==> config.mk <==
export PLATFORM = sky130hd
export DESIGN_NAME = pkt_rx_reader
export DESIGN_NICKNAME = d
export VERILOG_FILES = /design/src/rtl/pkt_rx_pkg.sv /design/src/rtl/pkt_rx_fifo.sv /design/src/rtl/pkt_rx_reader.sv
export SDC_FILE = /design/constraint.sdc
export NUM_CORES = 1
export LEC_CHECK = 0
export BUFFER_PORTS_ARGS = -buffer_cell sky130_fd_sc_hd__buf_2
export CORE_UTILIZATION = 28
export DETAILED_ROUTE_END_ITERATION = 8
export PLACE_DENSITY = 0.43
export RECOVER_POWER = 100
export SYNTH_ARGS = -nofsm -noshare
export SYNTH_HDL_FRONTEND = slang
export SYNTH_HIERARCHICAL = 1
export SYNTH_SLANG_ARGS = --single-unit
==> constraint.sdc <==
create_clock -name clk_156m25 -period 8.66 [get_ports clk_156m25]
set_input_delay 0.866 -clock clk_156m25 [delete_from_list [all_inputs] [get_ports clk_156m25]]
set_output_delay 0.866 -clock clk_156m25 [all_outputs]
set_load 0.01 [all_outputs]
==> src/rtl/pkt_rx_pkg.sv <==
// Shared types for the POS-L3 receive reader.
//   rx_state_e : reader FSM states
//   rx_entry_t : one captured word plus its sidebands, as stored in the FIFO
//   mod2keep   : eop byte count (0 means 8) to MSB-first byte-enable mask
package pkt_rx_pkg;

    typedef enum logic {
        IDLE = 1'b0,
        READ = 1'b1
    } rx_state_e;

    typedef struct packed {
        logic [63:0] data;
        logic [7:0]  keep;
        logic        last;
        logic        err;
        logic [15:0] len;
    } rx_entry_t;

    function automatic logic [7:0] mod2keep(input logic [2:0] mod);
        logic [7:0] keep;
        if (mod == 3'd0) begin
            keep = 8'hFF;
        end else begin
            keep = 8'hFF << (4'd8 - {1'b0, mod});
        end
        return keep;
    endfunction

endpackage

==> src/rtl/pkt_rx_fifo.sv <==
// Registered capture FIFO of rx_entry_t words.
//   push/push_entry : write one entry at the tail
//   pop             : drop the head entry (caller guarantees count != 0)
//   patch_tail      : force last/err on the most recently written entry, used
//                     to close a frame retroactively when a stray sop arrives
//   head            : entry at the read pointer (valid when count != 0)
//   count           : current occupancy, 0..DEPTH
// Push and pop may coincide at any occupancy. DEPTH must be a power of two.
module pkt_rx_fifo
    import pkt_rx_pkg::*;
#(
    parameter int  DEPTH = 4,
    localparam int AW    = $clog2(DEPTH),
    localparam int CW    = AW + 1
) (
    input  logic          clk_156m25,
    input  logic          reset_156m25_n,
    input  logic          push,
    input  rx_entry_t     push_entry,
    input  logic          pop,
    input  logic          patch_tail,
    output rx_entry_t     head,
    output logic [CW-1:0] count
);

    rx_entry_t     mem [DEPTH];
    logic [AW-1:0] wr_ptr;
    logic [AW-1:0] rd_ptr;
    logic [AW-1:0] tail_ptr;

    assign tail_ptr = wr_ptr - AW'(1);
    assign head     = mem[rd_ptr];

    // Storage is not reset: the reader gates every output with its valid.
    always_ff @(posedge clk_156m25) begin
        if (patch_tail) begin
            mem[tail_ptr].last <= 1'b1;
            mem[tail_ptr].err  <= 1'b1;
        end
        if (push) begin
            mem[wr_ptr] <= push_entry;
        end
    end

    always_ff @(posedge clk_156m25 or negedge reset_156m25_n) begin
        if (!reset_156m25_n) begin
            wr_ptr <= '0;
            rd_ptr <= '0;
            count  <= '0;
        end else begin
            if (push) begin
                wr_ptr <= wr_ptr + AW'(1);
            end
            if (pop) begin
                rd_ptr <= rd_ptr + AW'(1);
            end
            case ({push, pop})
                2'b10:   count <= count + CW'(1);
                2'b01:   count <= count - CW'(1);
                default: count <= count;
            endcase
        end
    end

endmodule

==> src/rtl/pkt_rx_reader.sv <==
// Reader for the XGMAC POS-L3 receive interface. Requests words while the
// core has frames, captures the returned words into a small FIFO and presents
// them as a valid/ready stream with keep/last/err/len sidebands. Keeps
// saturating counts of delivered and errored frames.
//   pkt_rx_*  : core side (avail/ren handshake, data returns one cycle after ren)
//   m_*       : downstream stream, FIFO head
//   frame_cnt : frames delivered, err_cnt : delivered frames with m_err
//
//   state | meaning
//   ------+-----------------------------------------------------------------
//   IDLE  | core has no complete frame; no reads issued
//   READ  | issuing reads whenever FIFO + in-flight word leaves room for one
module pkt_rx_reader
    import pkt_rx_pkg::*;
#(
    parameter int FIFO_DEPTH = 4,
    parameter int MAX_BYTES  = 16383
) (
    input  logic        clk_156m25,
    input  logic        reset_156m25_n,
    input  logic        pkt_rx_avail,
    output logic        pkt_rx_ren,
    input  logic        pkt_rx_val,
    input  logic [63:0] pkt_rx_data,
    input  logic        pkt_rx_sop,
    input  logic        pkt_rx_eop,
    input  logic [2:0]  pkt_rx_mod,
    input  logic        pkt_rx_err,
    output logic        m_valid,
    input  logic        m_ready,
    output logic [63:0] m_data,
    output logic [7:0]  m_keep,
    output logic        m_last,
    output logic        m_err,
    output logic [15:0] m_len,
    output logic [31:0] frame_cnt,
    output logic [31:0] err_cnt
);

    localparam int CW = $clog2(FIFO_DEPTH) + 1;

    rx_state_e     state;
    rx_state_e     state_nxt;
    logic          inflight;
    logic [CW-1:0] fifo_count;
    logic          room;

    logic          in_frame;
    logic          frame_viol;
    logic [15:0]   len_acc;

    logic          frame_start;
    logic          mid_sop;
    logic [7:0]    word_keep;
    logic [3:0]    word_bytes;
    logic [15:0]   len_base;
    logic [16:0]   len_sum;
    logic [15:0]   len_new;
    logic          viol_now;
    logic          err_new;
    rx_entry_t     push_entry;
    rx_entry_t     head;

    logic          head_hold;
    logic          patch_live;
    logic          pop;

    // ---------------- request side ----------------
    assign room = ({1'b0, fifo_count} + (CW+1)'(inflight) + (CW+1)'(1))
                  <= (CW+1)'(FIFO_DEPTH);

    always_ff @(posedge clk_156m25 or negedge reset_156m25_n) begin
        if (!reset_156m25_n) begin
            state    <= IDLE;
            inflight <= 1'b0;
        end else begin
            state    <= state_nxt;
            inflight <= pkt_rx_ren;
        end
    end

    always_comb begin
        state_nxt  = state;
        pkt_rx_ren = 1'b0;
        case (state)
            IDLE: begin
                if (pkt_rx_avail) begin
                    state_nxt = READ;
                end
            end
            READ: begin
                pkt_rx_ren = room;
                if (pkt_rx_val && pkt_rx_eop && !pkt_rx_avail) begin
                    state_nxt = IDLE;
                end
            end
            default: state_nxt = IDLE;
        endcase
    end

    // ---------------- capture side ----------------
    // A sop always starts a new frame; one arriving inside a frame also closes
    // the previous frame on its last captured word.
    always_comb begin
        frame_start = !in_frame || pkt_rx_sop;
        mid_sop     = pkt_rx_val && pkt_rx_sop && in_frame;
        word_keep   = pkt_rx_eop ? mod2keep(pkt_rx_mod) : 8'hFF;
        word_bytes  = 4'($countones(word_keep));
        len_base    = frame_start ? 16'd0 : len_acc;
        len_sum     = {1'b0, len_base} + 17'(word_bytes);
        len_new     = len_sum[16] ? 16'hFFFF : len_sum[15:0];
        viol_now    = frame_start ? !pkt_rx_sop : frame_viol;
        err_new     = pkt_rx_err || (int'(len_new) > MAX_BYTES) || viol_now;

        push_entry      = '0;
        push_entry.data = pkt_rx_data;
        push_entry.keep = word_keep;
        push_entry.last = pkt_rx_eop;
        push_entry.err  = pkt_rx_eop && err_new;
        push_entry.len  = len_new;
    end

    always_ff @(posedge clk_156m25 or negedge reset_156m25_n) begin
        if (!reset_156m25_n) begin
            in_frame   <= 1'b0;
            frame_viol <= 1'b0;
            len_acc    <= '0;
        end else if (pkt_rx_val) begin
            in_frame   <= !pkt_rx_eop;
            frame_viol <= viol_now;
            len_acc    <= len_new;
        end
    end

    pkt_rx_fifo #(
        .DEPTH (FIFO_DEPTH)
    ) u_fifo (
        .clk_156m25     (clk_156m25),
        .reset_156m25_n (reset_156m25_n),
        .push           (pkt_rx_val),
        .push_entry     (push_entry),
        .pop            (pop),
        .patch_tail     (mid_sop),
        .head           (head),
        .count          (fifo_count)
    );

    // ---------------- stream side ----------------
    // A mid-frame word that is alone in the FIFO is only offered once its
    // successor is on the bus, so a stray sop can still turn it into the
    // frame's last beat before it leaves. When that successor is a stray sop
    // and the word is already at the head, the close is applied here directly.
    always_comb begin
        head_hold  = (fifo_count == CW'(1)) && !head.last && !pkt_rx_val;
        patch_live = mid_sop && (fifo_count == CW'(1));
        m_valid    = (fifo_count != '0) && !head_hold;
        m_data     = m_valid ? head.data : '0;
        m_keep     = m_valid ? head.keep : '0;
        m_len      = m_valid ? head.len  : '0;
        m_last     = m_valid && (head.last || patch_live);
        m_err      = m_valid && (head.err  || patch_live);
        pop        = m_valid && m_ready;
    end

    always_ff @(posedge clk_156m25 or negedge reset_156m25_n) begin
        if (!reset_156m25_n) begin
            frame_cnt <= '0;
            err_cnt   <= '0;
        end else if (pop && m_last) begin
            if (frame_cnt != 32'hFFFF_FFFF) begin
                frame_cnt <= frame_cnt + 32'd1;
            end
            if (m_err && (err_cnt != 32'hFFFF_FFFF)) begin
                err_cnt <= err_cnt + 32'd1;
            end
        end
    end

endmodule

==> key figures <==
Setup path
  • Flop-to-flop setup slack: 3040 ps
  • Setup CP Type: in2reg
  • Critical Path RT: 8780 ps
  • Arr. time, crit path: 6940 ps
  • Startpoint types: input port
  • Critical path endpoint category: flop
  • Capture point of the worst reg-to-reg path: u_fifo/mem[1][79]
  • Crit path from: pkt_rx_val
  • Worst-path maximum fanout: 50
  • Reg2reg start: u_fifo/wr_ptr[1]
  • R2R depth: 5

Synthesis
  • Synth cell types: 59
  • Post-synthesis sequential area ratio: a little under 70%
  • Synth Register Bits: about 450
  • Number of synthesized flops with an enable pin: between 300 and 400
  • Share of synthesized registers carrying an async set or reset: between 20% and 30%
  • Synth Area per Inst: about 17 µm²
  • Synthesized cell area: between 15000 and 20000 µm²
  • Gate Count Post-Synth: ~1200
  • Synth warn: 6
  • Post-Syn Nets: around 1200
  • Dominant synthesized flop cell: edfxtp_1

Power
  • Peak VDD IR: ~0.16 mV
  • Power Total: 7.41 mW
  • Leak: about 8 nW
  • Pwr/cell area: between 300 and 400 nW/µm²

CTS
  • Clock-pin transition on the worst setup and hold timing paths: about 60 ps
  • CTS sink cnt: between 400 and 500
  • Clock latency on the worst-skew pair: about 600 ps
  • Clock Path Buffers: 3
  • Setup Fix Bufs, Post-CTS: 0
  • Num CTS Buffers: between 50 and 60
  • CTS root buffer: clkbuf_16
  • Hold-fix buffers, CTS: 0
  • H-tree depth: 2
  • CTS tree: built
  • Cts repair resizes: 0

Global routing
  • GRT Util Overall: about 14%
  • First-pass GRT wire length: 72700 µm
  • Grt total ovfl: 0
  • Vias in the first global route: between 10000 and 15000
  • Largest net degree at the start of global routing: 66
  • Initial antenna violation count: 7

Cells and area
  • Area grow syn2layout: 18.6%
  • Fin cells: roughly 2300
  • Final #Nets: ~1500
  • Fill count: around 6700
  • Commonest cells after routing, fill and taps aside: edfxtp_1, clkbuf_1, dfrtp_1, mux4_2, nand2_1
  • Most common cell after layout, fill and taps aside: edfxtp_1
  • Fraction of final layout cells with drive strength greater than 1: between 15 and 20%
  • FF/Latch Area: 13100 µm²
  • Area of the multi-input gates: between 5000 and 6000 µm²

Timing
  • Slew Viols, Final: around 570
  • Fin Setup TNS: 0 ps
  • Highest Clock Rate: roughly 0.15 GHz
  • Final setup fails: 0
  • Final min period: about 6800 ps
  • Rel. slew slack: -161%
  • RSZ-0062 raised after global routing: no
  • Fin. Hold Viols: 0
  • Final worst-path cycle share: slightly below 80%
  • Worst Max-Slew Pin Slew: ~3900 ps
  • Worst Skew: 14.7 ps

Detailed routing
  • Drt wl/cell: between 20 and 25 µm
  • Via count: around 11000
  • Detail Route Antenna Nets: 0
  • Initial DRC Count: 596
  • Drt pass-1 iters: 7
  • Post-DR vias/cell: ~4.6
  • DRC errors left: 0
  • WL final: ~47000 µm

Placement
  • RD Place Congestion: 0.745
  • I/O Buffers: 230
  • Post-Place Cells: 2217
  • DP Wirelength: 28400 µm

Floorplanning
  • Rows: between 90 and 100
  • Initial Utilization: between 20% and 30%
  • Die Span X: ~260 µm
  • Die height: 263 µm
  • Core ar.: slightly below 70000 µm²
  • Die ar.: about 69000 µm²
  • IO Count: between 200 and 250

Hold path
  • Worst min path class: in2reg
  • WHS Path Cells: 2
  • Min-Delay Endpoint: state
  • Min-Delay Startpoint: pkt_rx_avail

Outcome
  • Status: finished, violations left
  • Violated checks: max-capacitance violations, max-slew violations

Flow run
  • Total of max-cap violations: 13
## through the flow
| step | hold slack [ps] | worst slack [ps] | utilization, % | instance area (µm²) |
|---|---|---|---|---|
| after floorplan | 443 | 3020 | - | 19000 |
| after global placement | 470 | 2210 | 31.4 | 21100 |
| after detailed placement | 463 | 2110 | 31.4 | 21100 |
| after CTS | 154 | 2760 | 34.0 | 22800 |
| after global routing | 417 | 1120 | 33.6 | 22600 |
| final | 450 | 1840 | 33.6 | 22600 |
## kinds of logic after synthesis
logic type	after synthesis	share of synthesized area (%)
flip-flops	451	68.7
multiplexers	98	11.1
buffers and inverters	87	2.21
XOR/XNOR	77	3.54
AND/OR/NAND/NOR	332	9.76
adder cells (fa/ha/maj)	24	1.81
AO/OA/AOI/OAI	81	2.82
## state kept, by name, summed over array words and instances, names as in the netlist
name           cells
u_fifo/count       3
in_frame           1
frame_viol         1
u_fifo/wr_ptr      2
len_acc           16
state              1
u_fifo/mem       360
u_fifo/rd_ptr      2
err_cnt           32
frame_cnt         32
inflight           1
## synth_stat cells, drive strengths merged, types with 7 or more instances
cell    number  area share [%]
xnor2       33             1.5
xor2        44             2.0
mux4        90              11
inv         38            0.75
o21ai       28            0.74
or2          9            0.30
ha          18             1.2
and3        12            0.39
dfrtp       91              12
nand3       37            0.97
edfxtp     360              57
nand4       20            0.69
clkbuf      24            0.47
nor2        30            0.60
nor4        16            0.53
nor3        30            0.90
a31oi        7            0.23
a21oi       10            0.26
and2        97             3.2
nand2       55             1.1
buf         24            0.97
## worst max-delay path, stage by stage
cell and delay, ps:
clkbuf_1 1370, nand2_1 330, clkinvlp_2 1590, clkbuf_1 2660
## cell type report
| class | instances | area share [%] |
|---|---|---|
| flip-flops and latches | 451 | 58.0 |
| multi-input cells | 612 | 24.4 |
| clock buffers | 61 | 6.19 |
| well taps | 873 | 4.84 |
| repair buffers | 242 | 4.42 |
| clock inverters | 38 | 1.46 |
| inverters | 39 | 0.671 |
| diodes | 3 | 0.0333 |
## power breakdown
group          internal (mW)  switching (mW)  leakage, nW
combinational          0.922            1.26         2.53
clock                   1.30           0.899        0.855
sequential              2.83           0.203         4.49
## how the worst max path moves through the flow
stage | cells after the start | to
CTS | 21 | u_fifo/mem[1][16]
floorplan | 20 | u_fifo/mem[0][16]
detailed placement | 21 | u_fifo/mem[1][16]
global placement | 21 | u_fifo/mem[0][16]
global route | 4 | u_fifo/mem[1][11]
finish | 4 | u_fifo/mem[1][79]
## per-layer routing
| layer | vias up | share of wire, % | wire, µm | track usage, % |
|---|---|---|---|---|
| li1 | 4911 | - | - | - |
| met2 | 241 | 48 | 22400 | 22.3 |
| met1 | 5517 | 44 | 20600 | 17.9 |
| met5 | - | 0.12 | 56 | 0 |
| met4 | 10 | 1.8 | 828 | 3.39 |
| met3 | 70 | 6.4 | 2990 | 3.85 |
Note: power is estimated with default switching activity, not from simulation.
